==> config.mk <==
export PLATFORM = sky130hd
export DESIGN_NAME = vram_scanout_flat
export DESIGN_NICKNAME = d
export VERILOG_FILES = /design/src/rtl/vram_scanout_if.sv /design/src/rtl/vram_scanout.sv /design/src/flat_wrapper.sv
export SDC_FILE = /design/constraint.sdc
export NUM_CORES = 1
export LEC_CHECK = 0
export CAP_MARGIN = 5
export CORE_MARGIN = 2
export CORE_UTILIZATION = 55
export CTS_CLUSTER_DIAMETER = 120
export DETAILED_ROUTE_END_ITERATION = 10
export PLACE_DENSITY = 0.82
export RECOVER_POWER = 50
export SETUP_SLACK_MARGIN = 0.1
export SYNTH_ARGS = -nofsm -noshare
export SYNTH_HDL_FRONTEND = slang
export SYNTH_SLANG_ARGS = --single-unit
==> constraint.sdc <==
create_clock -name clk -period 6.1 [get_ports clk]
set_input_delay 1.22 -clock clk [delete_from_list [all_inputs] [get_ports clk]]
set_output_delay 1.22 -clock clk [all_outputs]
set_load 0.05 [all_outputs]
==> src/rtl/vram_scanout_if.sv <==
// Frame-buffer read port plus the pixel stream towards the ILI9341 driver.
// Pixels are RGB565 (the ILI9341 colour format) unless COLOR_W is overridden.
interface vram_scanout_if #(
    parameter int L       = 32,
    parameter int COLOR_W = 16
);
    localparam int AW = $clog2(L);

    logic               rd_ena;
    logic [AW-1:0]      rd_addr;
    logic [COLOR_W-1:0] rd_data;
    logic [COLOR_W-1:0] pixel_data;
    logic               pixel_valid;
    logic               pixel_ready;
    logic               pixel_sof;
    logic               pixel_eol;

    modport master (
        output rd_ena, rd_addr, pixel_data, pixel_valid, pixel_sof, pixel_eol,
        input  rd_data, pixel_ready
    );

    modport slave (
        input  rd_ena, rd_addr, pixel_data, pixel_valid, pixel_sof, pixel_eol,
        output rd_data, pixel_ready
    );
endinterface

==> src/rtl/vram_scanout.sv <==
// Streams one frame (L pixels, row-major) out of VRAM into a valid/ready pixel
// stream, absorbing backpressure with a 2-entry skid FIFO and read credits.
module vram_scanout #(
    parameter int L             = 32,
    parameter int DISPLAY_WIDTH = 240,
    parameter int COLOR_W       = 16
) (
    input  logic           clk,
    input  logic           rst,
    input  logic           start_i,
    output logic           busy_o,
    output logic           frame_done_o,
    vram_scanout_if.master bus
);
    localparam int AW = $clog2(L);
    localparam int CW = $clog2(L + 1);
    localparam int RW = $clog2(DISPLAY_WIDTH);
    localparam logic [CW-1:0] READS_ALL = CW'(L);
    localparam logic [AW-1:0] BEAT_LAST = AW'(L - 1);
    localparam logic [RW-1:0] ROW_LAST  = RW'(DISPLAY_WIDTH - 1);

    typedef enum logic [1:0] {S_IDLE, S_STREAM, S_DONE} state_t;

    state_t             state_q;
    logic [CW-1:0]      reads_q;
    logic [AW-1:0]      beat_q;
    logic [RW-1:0]      row_q;
    logic               inflight_q;
    logic               busy_q;
    logic               done_q;
    logic [1:0]         count_q, count_d;
    logic [COLOR_W-1:0] head_q, head_d;
    logic [COLOR_W-1:0] tail_q, tail_d;
    logic               pop;
    logic               push;
    logic               rd_ena;
    logic [2:0]         credit;

    // A read may only issue if its pixel is guaranteed a FIFO slot on arrival.
    always_comb begin
        pop    = (count_q != 2'd0) && bus.pixel_ready;
        push   = inflight_q;
        credit = 3'(count_q) + 3'(inflight_q) - 3'(pop);
        rd_ena = (state_q == S_STREAM) && (reads_q < READS_ALL) && (credit < 3'd2);
    end

    always_comb begin
        count_d = count_q;
        head_d  = head_q;
        tail_d  = tail_q;
        case ({push, pop})
            2'b10: begin
                if (count_q == 2'd0) begin
                    head_d = bus.rd_data;
                end else begin
                    tail_d = bus.rd_data;
                end
                count_d = count_q + 2'd1;
            end
            2'b01: begin
                head_d  = tail_q;
                count_d = count_q - 2'd1;
            end
            2'b11: begin
                if (count_q == 2'd1) begin
                    head_d = bus.rd_data;
                end else begin
                    head_d = tail_q;
                    tail_d = bus.rd_data;
                end
            end
            default: begin
            end
        endcase
    end

    always_ff @(posedge clk) begin
        head_q <= head_d;
        tail_q <= tail_d;
    end

    always_ff @(posedge clk) begin
        if (rst) begin
            state_q    <= S_IDLE;
            reads_q    <= '0;
            beat_q     <= '0;
            row_q      <= '0;
            count_q    <= 2'd0;
            inflight_q <= 1'b0;
            busy_q     <= 1'b0;
            done_q     <= 1'b0;
        end else begin
            done_q <= 1'b0;
            case (state_q)
                S_IDLE: begin
                    reads_q    <= '0;
                    beat_q     <= '0;
                    row_q      <= '0;
                    count_q    <= 2'd0;
                    inflight_q <= 1'b0;
                    if (start_i) begin
                        state_q <= S_STREAM;
                        busy_q  <= 1'b1;
                    end
                end
                S_STREAM: begin
                    count_q    <= count_d;
                    inflight_q <= rd_ena;
                    if (rd_ena) begin
                        reads_q <= reads_q + CW'(1);
                    end
                    if (pop) begin
                        row_q <= (row_q == ROW_LAST) ? '0 : row_q + RW'(1);
                        if (beat_q == BEAT_LAST) begin
                            state_q <= S_DONE;
                            done_q  <= 1'b1;
                        end else begin
                            beat_q <= beat_q + AW'(1);
                        end
                    end
                end
                S_DONE: begin
                    state_q <= S_IDLE;
                    busy_q  <= 1'b0;
                end
                default: state_q <= S_IDLE;
            endcase
        end
    end

    // Head qualifiers come from beat/row counters that only move on beats,
    // so they stay stable across stalls.
    assign bus.rd_ena      = rd_ena;
    assign bus.rd_addr     = reads_q[AW-1:0];
    assign bus.pixel_valid = (count_q != 2'd0);
    assign bus.pixel_data  = head_q;
    assign bus.pixel_sof   = (count_q != 2'd0) && (beat_q == '0);
    assign bus.pixel_eol   = (count_q != 2'd0) && ((row_q == ROW_LAST) || (beat_q == BEAT_LAST));
    assign busy_o          = busy_q;
    assign frame_done_o    = done_q;
endmodule
==> src/flat_wrapper.sv <==
// flat-port wrapper written by rule: the top's interface ports become plain ports
module vram_scanout_flat 
#(
    parameter int L             = 32,
    parameter int DISPLAY_WIDTH = 240,
    parameter int COLOR_W       = 16
)
  (clk, rst, start_i, busy_o, frame_done_o, bus_rd_ena, bus_rd_addr, bus_pixel_data, bus_pixel_valid, bus_pixel_sof, bus_pixel_eol, bus_rd_data, bus_pixel_ready);
  vram_scanout_if #(.L(L), .COLOR_W(COLOR_W)) bus_i ();
  input  logic clk;
  input  logic rst;
  input  logic start_i;
  output logic busy_o;
  output logic frame_done_o;
  output wire logic [$bits(bus_i.rd_ena)-1:0] bus_rd_ena;
  output wire logic [$bits(bus_i.rd_addr)-1:0] bus_rd_addr;
  output wire logic [$bits(bus_i.pixel_data)-1:0] bus_pixel_data;
  output wire logic [$bits(bus_i.pixel_valid)-1:0] bus_pixel_valid;
  output wire logic [$bits(bus_i.pixel_sof)-1:0] bus_pixel_sof;
  output wire logic [$bits(bus_i.pixel_eol)-1:0] bus_pixel_eol;
  input wire logic [$bits(bus_i.rd_data)-1:0] bus_rd_data;
  input wire logic [$bits(bus_i.pixel_ready)-1:0] bus_pixel_ready;
  assign bus_rd_ena = bus_i.rd_ena;
  assign bus_rd_addr = bus_i.rd_addr;
  assign bus_pixel_data = bus_i.pixel_data;
  assign bus_pixel_valid = bus_i.pixel_valid;
  assign bus_pixel_sof = bus_i.pixel_sof;
  assign bus_pixel_eol = bus_i.pixel_eol;
  assign bus_i.rd_data = bus_rd_data;
  assign bus_i.pixel_ready = bus_pixel_ready;
  vram_scanout #(.L(L), .DISPLAY_WIDTH(DISPLAY_WIDTH), .COLOR_W(COLOR_W)) u_core (.clk(clk), .rst(rst), .start_i(start_i), .busy_o(busy_o), .frame_done_o(frame_done_o), .bus(bus_i));
endmodule
==> qor.txt <==
Layout Skew = 0.00696 ns
Sequential Power Share = 0.504
initial antenna violation count = 0
Reg clk slew, reported paths = 0.06 ns
unrepaired setup endpoints after global routing = false
top_reg_cell synth = edfxtp_1
status = finished clean
largest net degree at the start of global routing = 20
initial DRC count = 147
XOR/XNOR share of the synthesized area = 0.0325
Final Hold Vio Count = 0
most frequent cells in the layout = 45 x nand2_1, 32 x edfxtp_1, 31 x dlygate4sd3_1
nets = 351
share of the yosys chip area belonging to registers = 0.507
Yosys warnings = 0
start of the worst register-to-register path = u_core.count_q[1]
commonest non-fill, non-tap cell in the layout = nand2_1
Die X-Extent = 76.9 µm
Final Wtd Congestion = 0.816
Final Critical Period = 5.63 ns
H-tree lvl count = 3
Rows = 26
reg-to-reg slack, setup = 2.78 ns
Synth Area in Simple Gates = 0.153
remaining antenna violation count = 0
setup ws final = 0.467 ns
CTS tree = built
n_diodes = 0
layout cells sized above 1 = 0.114
first-pass GRT wire length = 10.1 mm
Post-CTS Setup Bufs = 0
P_leak = 1.27 nW
post-synthesis adder-cell area fraction = 0.0497
clk buf depth = 2
combinational family with the most area after synthesis = simple AND/OR/NAND/NOR gates
post-synthesis average cell area = 10.5 µm²
Peak Freq = 178 MHz
syn_nets = 310
switching power = 0.217 mW
Worst VDD drop = 139 µV
Clock Root Buffer = clkbuf_8
I/O Buffers = 46
clk sinks = 58
GR Util All Layers = 0.217
Via density = 5.66
Worst Path Arrival = 4.41 ns
hold_buf cts = 0
R2R cell count = 10
CP startpoint kind = input pin
Setup-failing EPs final = 0
RR Endpoint = u_core.reads_q[3]
sw frac = 0.250
CP Launch Point = bus_pixel_ready
Gate Count Post-Synth = 279
combinational share of power = 0.107
worst skew pair latency = 0.34 ns
DRC = 0
Initial Util = 0.572
Setup WS pre-CTS = 0.662 ns
Hold WC Path Type = reg2reg
grt ovf = 0
P_int = 0.648 mW
max-slew violations = 0
crit path to = bus_rd_ena
First-pass DRT Iterations = 4
number of I/O pins = 47
die footprint = 5910 µm²
Compound-Gate Fraction of Synth Area = 0.137
number of global-route vias before repair = 2080
mux contribution to synthesized area = 0.0719
Synth Register Bits = 58
pwr dens = 243 nW/µm²
Wirelength per Cell = 15.1 µm
die height = 76.9 µm
Max Cap Viol = 0
synthesized cell area = 2920 µm²
CTS buffer count = 9
setup_tns = 0 ns
Area Growth Syn to Fin = 21.9%
count of cell types in the netlist = 48
WL final = 5.96 mm
part of the cycle the worst path needs = 0.923
post-CTS sizing = 0
Critical Path RT = 4.88 ns
Worst slew margin = 0.285
vias post-DR = 2235
slew at the pin closest to its max-slew limit = 1.07 ns
worst-path fanout max = 6
core area = 5110 µm²
number of flops mapped to enable cells by yosys = 32
Async SR Flop Fraction = 0
crit path capture type = primary output
DP Wirelength = 4.06 mm
Clk pwr share = 0.389
WS Path Type = in2out
## power by group through the flow
stage	Clock (mW)	Sequential (mW)	Combinational [mW]
after detailed placement	0	0.444	0.0968
after floorplan	0	0.461	0.0419
after CTS	0.342	0.435	0.0976
after global routing	0.363	0.437	0.0996
after global placement	0	0.443	0.0949
final	0.336	0.436	0.0926
## registers in the layout (all words and copies together), names as in the netlist
| signal | count |
|---|---|
| u_core.inflight_q | 1 |
| u_core.state_q | 2 |
| u_core.reads_q | 6 |
| u_core.count_q | 2 |
| u_core.beat_q | 5 |
| u_core.bus.pixel_data | 16 |
| u_core.frame_done_o | 1 |
| u_core.row_q | 8 |
| u_core.tail_q | 16 |
| u_core.busy_o | 1 |
## logic make-up after synthesis
logic type,Yosys count
flops,58
compound gates,54
fa+ha+maj,11
simple gates,97
mux,19
xor+xnor,10
buf+inv,30
## cells in the mapped netlist (2+ instances only)
cell type / instances / area share
nand2_1: 45 / 0.058
buf_1: 2 / 0.0026
nor3_1: 8 / 0.014
xnor2_1: 8 / 0.024
clkbuf_1: 8 / 0.010
and3_1: 2 / 0.0043
ha_1: 10 / 0.043
nand2b_1: 5 / 0.011
mux2_2: 16 / 0.062
o22ai_1: 2 / 0.0043
edfxtp_1: 32 / 0.33
nor2_1: 19 / 0.024
mux2i_1: 3 / 0.010
a211oi_1: 5 / 0.013
buf_2: 3 / 0.0051
nand3b_1: 2 / 0.0051
a22oi_1: 19 / 0.049
o21ai_0: 6 / 0.010
inv_1: 10 / 0.013
a21oi_1: 10 / 0.017
a31oi_1: 2 / 0.0043
or4_1: 2 / 0.0051
nand4_1: 2 / 0.0043
o21a_1: 2 / 0.0051
dfxtp_1: 26 / 0.18
nand3_1: 4 / 0.0068
buf_4: 5 / 0.013
## cell type report
class,instances,area [µm²]
Fill cell,405,1550
Sequential cell,58,1480
Multi-Input combinational cell,191,1290
Timing Repair Buffer,49,475
Clock buffer,10,128
Tap cell,70,87.6
Clock inverter,6,57.6
Inverter,11,41.3
## layer usage
metal,wire [µm],part of all wire,GRT usage,vias up
met5,0,0,0,-
met3,242,0.041,0.0424,13
met2,2930,0.49,0.348,63
met1,2670,0.45,0.279,1076
met4,129,0.022,0.109,0
li1,-,-,-,1083
## worst max-delay path, cell delays in order
cell	delay (ns)
clkdlybuf4s50_1	0.47
nor2b_1	0.36
ha_1	0.34
nand2b_1	0.18
fa_1	0.47
xnor2_2	0.24
nand2_1	0.14
nor2_1	0.15
clkdlybuf4s50_1	0.82
## how the worst min path moves through the flow
| stage | startpoint | endpoint | cells past startpoint |
|---|---|---|---|
| 5_1_grt | u_core.reads_q[5] | u_core.reads_q[5] | 1 |
| 2_1_floorplan | u_core.reads_q[5] | u_core.reads_q[5] | 1 |
| 3_3_place_gp | u_core.reads_q[5] | u_core.reads_q[5] | 1 |
| 3_5_place_dp | u_core.reads_q[5] | u_core.reads_q[5] | 1 |
| 6_report | u_core.reads_q[5] | u_core.reads_q[5] | 1 |
| 4_1_cts | u_core.reads_q[5] | u_core.reads_q[5] | 1 |
## per-stage QoR
step	cell area, µm²	util	hold slack (ns)	instances	power, mW
3_5_place_dp	3390	0.664	0.483	379	0.541
2_1_floorplan	2920	-	0.447	279	0.503
4_1_cts	3580	0.700	0.494	395	0.875
3_3_place_gp	3390	0.664	0.471	379	0.538
5_1_grt	3560	0.697	0.527	395	0.899
6_report	3560	0.697	0.497	395	0.864
No activity file was read; power rests on OpenSTA's default activity.
